===== src/rtl/instream_gen.sv =====
// instream_gen: deterministic multi-channel frame source with optional idle gaps.
// Ports: clk/reset (sync, active-high), start_in/stop_in level controls,
//   ready in; valid, data_out (NCH x DW), eol_out, last_out, busy, done,
//   beat_cnt out.
module instream_gen #(
   parameter int          NCH          = 3,
   parameter int          DW           = 8,
   parameter int          WIDTH        = 260,
   parameter int          HEIGHT       = 258,
   parameter int          CH_STEP      = 1,
   parameter int          STALL_MODE   = 1,
   parameter logic [15:0] SEED         = 16'hACE1,
   parameter int          STALL_PERIOD = 4,
   parameter int          STALL_LEN    = 2
) (
   input  logic                                   clk,
   input  logic                                   reset,
   input  logic                                   start_in,
   input  logic                                   stop_in,
   input  logic                                   ready,
   output logic                                   valid,
   output logic [NCH*DW-1:0]                      data_out,
   output logic                                   eol_out,
   output logic                                   last_out,
   output logic                                   busy,
   output logic                                   done,
   output logic [$clog2(WIDTH*HEIGHT+1)-1:0]      beat_cnt
);

   localparam int TOTAL = WIDTH * HEIGHT;
   localparam int CW    = $clog2(TOTAL + 1);
   localparam int XW    = (WIDTH > 1) ? $clog2(WIDTH) : 1;
   localparam int PW    = (STALL_PERIOD > 1) ? $clog2(STALL_PERIOD) : 1;
   localparam int LW    = $clog2(STALL_LEN + 1);
   localparam int GW    = (LW > 6) ? LW : 6;

   typedef enum logic [1:0] {
      S_IDLE,
      S_STALL,
      S_SEND,
      S_DONE
   } state_t;

   state_t          state_q, state_d;
   logic [CW-1:0]   idx_q, idx_d;
   logic [XW-1:0]   x_q, x_d;
   logic [PW-1:0]   per_q, per_d;
   logic [GW-1:0]   gap_q, gap_d;
   logic [15:0]     lfsr_q, lfsr_d;

   logic            is_eol;
   logic            is_last;
   logic            per_hit;
   logic            decide;
   logic [GW-1:0]   gap_g;
   logic [15:0]     lfsr_nxt;

   always_ff @(posedge clk) begin
      if (reset) begin
         state_q <= S_IDLE;
         idx_q   <= '0;
         x_q     <= '0;
         per_q   <= '0;
         gap_q   <= '0;
         lfsr_q  <= SEED;
      end else begin
         state_q <= state_d;
         idx_q   <= idx_d;
         x_q     <= x_d;
         per_q   <= per_d;
         gap_q   <= gap_d;
         lfsr_q  <= lfsr_d;
      end
   end

   always_comb begin
      is_eol   = (x_q == XW'(WIDTH - 1));
      is_last  = (idx_q == CW'(TOTAL - 1));
      // per_q counts accepted beats modulo STALL_PERIOD, so a hit means
      // the beat about to be accepted lands on a multiple of the period
      per_hit  = (per_q == PW'(STALL_PERIOD - 1));
      lfsr_nxt = {lfsr_q[0] ^ lfsr_q[2] ^ lfsr_q[3] ^ lfsr_q[5],
                  lfsr_q[15:1]};

      gap_g = '0;
      if (STALL_MODE == 1) begin
         if (lfsr_q[0]) gap_g = GW'(lfsr_q[5:1]) + GW'(1);
      end else if (STALL_MODE == 2) begin
         if (state_q == S_SEND && per_hit) gap_g = GW'(STALL_LEN);
      end

      state_d = state_q;
      idx_d   = idx_q;
      x_d     = x_q;
      per_d   = per_q;
      gap_d   = gap_q;
      lfsr_d  = lfsr_q;
      decide  = 1'b0;

      unique case (state_q)
         S_IDLE: begin
            if (start_in) begin
               decide = 1'b1;
               per_d  = '0;
            end
         end
         S_STALL: begin
            gap_d = gap_q - GW'(1);
            if (gap_q == GW'(1)) state_d = S_SEND;
         end
         S_SEND: begin
            if (ready) begin
               idx_d = idx_q + CW'(1);
               x_d   = is_eol ? '0 : x_q + XW'(1);
               per_d = per_hit ? '0 : per_q + PW'(1);
               if (is_last) state_d = S_DONE;
               else decide = 1'b1;
            end
         end
         S_DONE: begin
            if (stop_in) begin
               state_d = S_IDLE;
               idx_d   = '0;
               x_d     = '0;
               per_d   = '0;
            end
         end
         default: state_d = S_IDLE;
      endcase

      // a gap decision always advances the LFSR, whatever the mode
      if (decide) begin
         lfsr_d = lfsr_nxt;
         if (gap_g == '0) begin
            state_d = S_SEND;
         end else begin
            gap_d   = gap_g;
            state_d = S_STALL;
         end
      end
   end

   always_comb begin
      valid    = (state_q == S_SEND);
      busy     = (state_q == S_SEND) || (state_q == S_STALL);
      done     = (state_q == S_DONE);
      beat_cnt = idx_q;
      eol_out  = valid && is_eol;
      last_out = valid && is_last;
      data_out = '0;
      if (valid) begin
         for (int c = 0; c < NCH; c++) begin
            data_out[c*DW +: DW] = DW'(32'(idx_q) + 32'(c * CH_STEP));
         end
      end
   end

endmodule


===== config.mk =====
export PLATFORM = sky130hd
export DESIGN_NAME = instream_gen
export DESIGN_NICKNAME = d
export VERILOG_FILES = /design/src/rtl/instream_gen.sv
export SDC_FILE = /design/constraint.sdc
export NUM_CORES = 1
export LEC_CHECK = 0
export ABC_AREA = 1
export CORE_MARGIN = 2
export CORE_UTILIZATION = 58
export CTS_BUF_LIST = sky130_fd_sc_hd__clkbuf_4 sky130_fd_sc_hd__clkbuf_8 sky130_fd_sc_hd__clkbuf_16
export CTS_CLUSTER_DIAMETER = 60
export DETAILED_ROUTE_END_ITERATION = 7
export GPL_TIMING_DRIVEN = 0
export PLACE_DENSITY = 0.91
export SLEW_MARGIN = 0
export SYNTH_ARGS = -nofsm -noshare
export SYNTH_HDL_FRONTEND = slang
export SYNTH_SLANG_ARGS = --single-unit

===== constraint.sdc =====
create_clock -name clk -period 3.5 [get_ports clk]
set_input_delay 1.05 -clock clk [delete_from_list [all_inputs] [get_ports clk]]
set_output_delay 1.05 -clock clk [all_outputs]
set_load 0.03 [all_outputs]

==> impl_metrics.py, run 1 <==
metrics = {
    "sta": {
        "final-setup-viol-count": 0,
        "fmax_ghz": 0.297,
        "finalWorstSetupSlack_ns": 0.133,
        "rsz0062_at_grt": "no",
        "worstMarginPinSlew_ns": 0.529,
        "period_needed_ns": 3.37,
        "slew_violations": 0,
        "hold_ws_ns": 0.468,
        "slew-limit-headroom_pct": 64.7,
        "finalHoldViolations": 0,
        "skew_ns": 0.0137,
        "fin_crit_sh_pct": 96.2,
        "tns_ns": 0,
    },
    "setup_path": {
        "crit_path_end_kind": "output port",
        "critPathArrivalTime_ns": 2.32,
        "crit_fanout": 10,
        "critPathLaunchType": "flop",
        "critPathTopFamily": "buffers and inverters",
        "crit_chain": "inv_1, ha_1, buf_2, clkinvlp_4, nor2_1, clkdlybuf4s50_1",
        "required_ns": 2.45,
        "crit_slowest_cell": "clkdlybuf4s50_1",
        "cp_slowest_stage_delay_ns": 0.68,
        "worstPathBufferInverterCount": 4,
        "path_class": "flop to output port",
    },
    "placement": {
        "place_area_um2": 3600,
        "globalplace.congestion": 0.874,
        "io_buffers": 50,
        "hpwl_um": 5480,
        "dpl_worst_slack_ns": 0.185,
        "place_inst": 570,
    },
    "hold_path": {
        "hp-class": "flop to flop",
    },
    "yosys": {
        "syn_area_um2": 3020,
        "synth_top_family_by_area": "simple AND/OR/NAND/NOR gates",
        "async_flop_share_pct": 0,
        "synth_edf_count": 0,
        "syn_nets": 466,
        "yosysUniqueCellTypes": 40,
        "synthXorXnorAreaFrac_pct": 3.48,
        "yosysSeqAreaShare_pct": 33.2,
        "yosys.area_share.simple_pct": 34.2,
        "synth_adder_area_share_pct": 4.56,
        "synth_compound_area_share_pct": 13.3,
        "yosysWarnings": 0,
        "synth_cells": 450,
        "synthFlopType": "dfxtp_1",
        "yosys_register_bits": 50,
        "muxShareOfSynthArea_pct": 0,
        "avgSynthCellArea_um2": 6.70,
    },
    "floorplan": {
        "fp.dieH_um": 76.1,
        "dieArea_um2": 5790,
        "fp.dieW_um": 76.1,
        "core_area_um2": 5070,
        "num_rows": 26,
        "io_pins": 51,
        "initial_utilization_pct": 59.4,
    },
    "layout": {
        "fin_area_um2": 3730,
        "drive_gt1_share_pct": 9.45,
        "fillers": 410,
        "syn_to_final_growth_pct": 23.8,
        "final_nets": 523,
        "fin_cells": 578,
        "diodes": 0,
        "mostFrequentLayoutCells": "101 x nand2_1, 59 x nor2_1, 56 x inv_1, 49 x dfxtp_1, 38 x clkdlybuf4s50_1",
        "mostFrequentLayoutCell": "nand2_1",
    },
    "cts": {
        "htree_levels": 2,
        "clockRootBuffer": "clkbuf_8",
        "clkLatencyLatePin_ns": 0.31,
        "cts_buffers": 5,
        "clk_pin_slew_worst_paths_ns": 0.09,
        "clock_sinks": 50,
        "clock_path_buffers": 2,
        "tritoncts": "built",
    },
    "detailed_routing": {
        "drc": 0,
        "avgViaCountPerCell": 5.34,
        "wirelength_um": 7390,
        "dr_total_vias": 3089,
        "antenna_left": 0,
        "avgRoutedWirePerCell_um": 12.8,
        "drt-initial-drc-count": 198,
        "dr.pass1.iters": 5,
    },
    "global_route": {
        "grt_pass1_wl_um": 12600,
        "track_usage_pct": 26.2,
        "antenna_found_initial": 0,
        "grt_pass1_vias": 2778,
        "overflow": 0,
        "grt_max_degree": 16,
    },
    "power": {
        "ir_worst_vdd_v": 0.000607,
        "power_density_nw_per_um2": 555,
        "p_leak_nw": 1.79,
    },
    "flow_run": {
        "drv_cap": 0,
    },
    "run_status": {
        "outcome": "finished clean",
    },
}
==> area by class of cell <==
cell class	instances	area (µm²)	share of cell area (%)
Timing Repair Buffer	50	515	13.8
Clock buffer	5	68.8	1.84
Buffer	15	103	2.75
Multi-Input combinational cell	322	1670	44.8
Tap cell	70	87.6	2.35
Inverter	63	243	6.50
Clock inverter	3	40.0	1.07
Sequential cell	50	1000	26.8
==> cell usage after synthesis (all sizes together), types with 4 or more instances <==
| cell | n | share of area, % |
|---|---|---|
| dfxtp | 50 | 33 |
| nand3 | 34 | 6.3 |
| a21oi | 38 | 6.7 |
| xor2 | 7 | 2.0 |
| nor3 | 7 | 1.5 |
| buf | 11 | 2.9 |
| nand4 | 9 | 1.9 |
| nor2 | 64 | 8.5 |
| nand2 | 107 | 14 |
| ha | 11 | 4.6 |
| clkbuf | 4 | 0.50 |
| o21ai | 25 | 4.6 |
| xnor2 | 5 | 1.5 |
| inv | 60 | 7.5 |
==> final timing paths <==
kind,slack (ns),to,cells after the start,start
worst max-delay path,0.13,data_out[11],6,state_q[0]
worst min-delay path,0.47,lfsr_q[6],2,lfsr_q[6]
worst max register to register,1.46,beat_cnt[10],9,state_q[0]
worst min register to register,0.47,lfsr_q[6],2,lfsr_q[6]
==> worst reg2reg max path, stage by stage (launching register included) <==
cell and delay, ns:
dfxtp_1 0.44, inv_1 0.11, ha_1 0.25, buf_2 0.19, nand2_1 0.16, nand3b_4 0.15, nor3_4 0.25, inv_1 0.11
o21ai_1 0.19, a21oi_1 0.09
==> power breakdown <==
part / internal [mW] / switching, mW
sequential: 0.682 / 0.0992
combinational: 0.338 / 0.549
clock: 0.211 / 0.192
==> sequential cells by signal, summed over array words and instances (netlist names) <==
name,flops
lfsr_q,16
x_q,9
state_q,2
gap_q,6
beat_cnt,17
==> kinds of logic (layout without fill, tap and decap cells) <==
family / count (synthesis) / in the layout
fa+ha+maj: 11 / 11
xor+xnor: 12 / 12
buf+inv: 78 / 136
simple gates: 228 / 228
flops: 50 / 50
compound gates: 71 / 71
==> per-layer routing <==
metal,GRT usage (%),vias to the layer above,share of wire (%)
li1,-,1547,-
met1,32.8,1430,44
met2,46.1,103,49
met3,4.86,9,5.4
met4,7.64,0,1.2
met5,0,-,0
==> repair_timing <==
item	4_1_cts	5_1_grt
hold buffers	0	0
endpoints found under the hold margin	0	0
pin swaps	0	0
setup endpoints to repair	4	11
resized for setup	5	9
setup buffers	0	0
==> metrics by stage <==
stage                     total power, mW  util, %
after global routing                 2.22     73.6
after floorplan                      1.44        -
final                                2.07     73.6
after detailed placement             1.65     71.0
after CTS                            2.07     73.1
after global placement               1.62     71.0
No activity file was read; power rests on OpenSTA's default activity.
==> run 2: changes to the inputs <==
--- a/config.mk
+++ b/config.mk
@@ -7,12 +7,12 @@
 export LEC_CHECK = 0
 export ABC_AREA = 1
 export CORE_MARGIN = 2
-export CORE_UTILIZATION = 58
+export CORE_UTILIZATION = 53
 export CTS_BUF_LIST = sky130_fd_sc_hd__clkbuf_4 sky130_fd_sc_hd__clkbuf_8 sky130_fd_sc_hd__clkbuf_16
 export CTS_CLUSTER_DIAMETER = 60
 export DETAILED_ROUTE_END_ITERATION = 7
 export GPL_TIMING_DRIVEN = 0
-export PLACE_DENSITY = 0.91
+export PLACE_DENSITY = 0.8
 export SLEW_MARGIN = 0
 export SYNTH_ARGS = -nofsm -noshare
 export SYNTH_HDL_FRONTEND = slang
==> constraint.sdc (replaced) <==
create_clock -name clk -period 3.8 [get_ports clk]
set_input_delay 1.14 -clock clk [delete_from_list [all_inputs] [get_ports clk]]
set_output_delay 1.14 -clock clk [all_outputs]
set_load 0.03 [all_outputs]
==> run 2 against run 1 <==
  * Clock power down 5%
  * Sequential share of layout area about the same
  * Clock-buffer cell count unchanged
  * Largest cell class unchanged
==> impl_metrics.py, run 2 (synthesis gave the netlist of run 1 again) <==
metrics = {
    "setup_path": {
        "crit_fanout": 7,
        "critPathArrivalTime_ns": 2.48,
        "required_ns": 2.66,
        "path_class": "flop to output port",
        "crit_path_end_kind": "output port",
        "critPathLaunchType": "flop",
    },
    "sta": {
        "finalHoldViolations": 0,
        "final-setup-viol-count": 0,
        "fin_crit_sh_pct": 95.2,
        "skew_ns": 0.00527,
        "slew-limit-headroom_pct": 62.0,
        "period_needed_ns": 3.62,
        "slew_violations": 0,
        "worstMarginPinSlew_ns": 0.570,
        "rsz0062_at_grt": "no",
        "tns_ns": 0,
        "fmax_ghz": 0.277,
    },
    "layout": {
        "fillers": 493,
        "mostFrequentLayoutCells": "101 x nand2_1, 59 x nor2_1, 56 x inv_1, 49 x dfxtp_1, 48 x clkdlybuf4s50_1",
        "multi_input_area_um2": 1670,
        "drive_gt1_share_pct": 9.45,
        "fin_util_pct": 67.8,
        "final_nets": 523,
        "largest_reg_flops": 17,
        "syn_to_final_growth_pct": 23.7,
        "diodes": 0,
        "mostFrequentLayoutCell": "nand2_1",
        "register_area_um2": 1000,
        "fin_area_um2": 3730,
    },
    "detailed_routing": {
        "wirelength_um": 7060,
        "dr_total_vias": 2976,
        "antenna_left": 0,
        "avgRoutedWirePerCell_um": 12.2,
        "drc": 0,
        "dr.pass1.iters": 4,
        "avgViaCountPerCell": 5.13,
        "drt-initial-drc-count": 134,
    },
    "global_route": {
        "overflow": 0,
        "grt_pass1_wl_um": 11800,
        "grt_max_degree": 17,
        "track_usage_pct": 23.4,
        "grt_pass1_vias": 2600,
        "antenna_found_initial": 0,
    },
    "placement": {
        "hpwl_um": 5370,
        "place_area_um2": 3610,
        "io_buffers": 50,
        "globalplace.congestion": 0.872,
    },
    "cts": {
        "clk_pin_slew_worst_paths_ns": 0.10,
        "tritoncts": "built",
        "htree_levels": 2,
        "clock_sinks": 50,
        "cts_hold_buf": 0,
        "clock_path_buffers": 2,
        "cts_buffers": 5,
        "clockRootBuffer": "clkbuf_8",
        "clkLatencyLatePin_ns": 0.31,
    },
    "power": {
        "p_int_mw": 1.13,
        "power_frac_comb_pct": 41.9,
        "p_total_mw": 1.90,
        "p_sw_share_pct": 40.3,
        "switchingPower_uw": 764,
        "ir_worst_vdd_v": 0.000448,
        "power_density_nw_per_um2": 508,
        "p_leak_nw": 1.65,
        "pwr-share-seq_pct": 38.0,
        "clockPowerShare_pct": 20.2,
    },
    "floorplan": {
        "initial_utilization_pct": 54.8,
        "fp.dieH_um": 79.4,
        "core_area_um2": 5510,
        "num_rows": 27,
        "io_pins": 51,
        "dieArea_um2": 6310,
        "fp.dieW_um": 79.4,
    },
    "run_status": {
        "outcome": "finished clean",
    },
    "flow_run": {
        "drv_cap": 0,
    },
    "hold_path": {
        "hp-class": "flop to flop",
    },
}
==> run 2: cell count changes in the layout (fill, tap and decap cells not counted), sizes merged <==
cell | before | now
clkinvlp | 1 | 3
clkinv | 4 | 2
clkdlybuf4s50 | 38 | 48
dlygate4sd2 | 4 | 0
dlymetal6s2s | 8 | 2
==> run 2: cell type report <==
type	count	share of cell area, %
multi-input cells	322	44.9
inverters	63	6.51
well taps	72	2.41
clock inverters	3	1.21
clock buffers	5	1.84
flip-flops and latches	50	26.9
plain buffers	15	2.75
repair buffers	50	13.5
==> run 2: power by group through the flow <==
stage / logic [mW] / clock network, mW / registers (mW)
5_1_grt: 0.892 / 0.409 / 0.736
6_report: 0.794 / 0.383 / 0.720
3_3_place_gp: 0.774 / 0 / 0.725
4_1_cts: 0.797 / 0.391 / 0.718
2_1_floorplan: 0.617 / 0 / 0.711
3_5_place_dp: 0.791 / 0 / 0.728
==> run 2: repair_timing <==
item,4_1_cts,5_1_grt
endpoints found under the setup margin,0,4
buffers inserted,0,0
resized for setup,0,4
==> run 2: worst max-delay path, stage by stage, from the launching register on <==
cell	delay, ns
dfxtp_1	0.47
ha_1	0.25
nand2_2	0.08
inv_2	0.12
nand3_2	0.11
nor2_4	0.14
or2_2	0.12
o21ai_1	0.08
nor2_1	0.11
clkdlybuf4s50_1	0.69
==> run 2: metal layers <==
metal,global-route usage (%),vias to the layer above,wire length (µm)
li1,-,1553,-
met5,0,-,0
met1,29.5,1338,3210
met4,8.79,0,123
met2,40.2,74,3430
met3,3.73,11,296
==> run 2: stage by stage <==
stage | instances | setup slack [ns] | hold slack (ns)
final | 580 | 0.184 | 0.471
after global routing | 580 | 0.0134 | 0.496
after CTS | 580 | 0.00261 | 0.473
after detailed placement | 572 | 0.368 | 0.447
after global placement | 572 | 0.367 | 0.443
after floorplan | 450 | 0.437 | 0.429
==> run 2: worst paths after layout <==
path                     from           end  slack, ns  cells past startpoint
setup / recovery  beat_cnt[2]  data_out[15]       0.18                      9
hold / removal      lfsr_q[6]     lfsr_q[6]       0.47                      2
setup reg to reg   state_q[0]  beat_cnt[10]       1.87                      9
hold reg to reg     lfsr_q[6]     lfsr_q[6]       0.47                      2
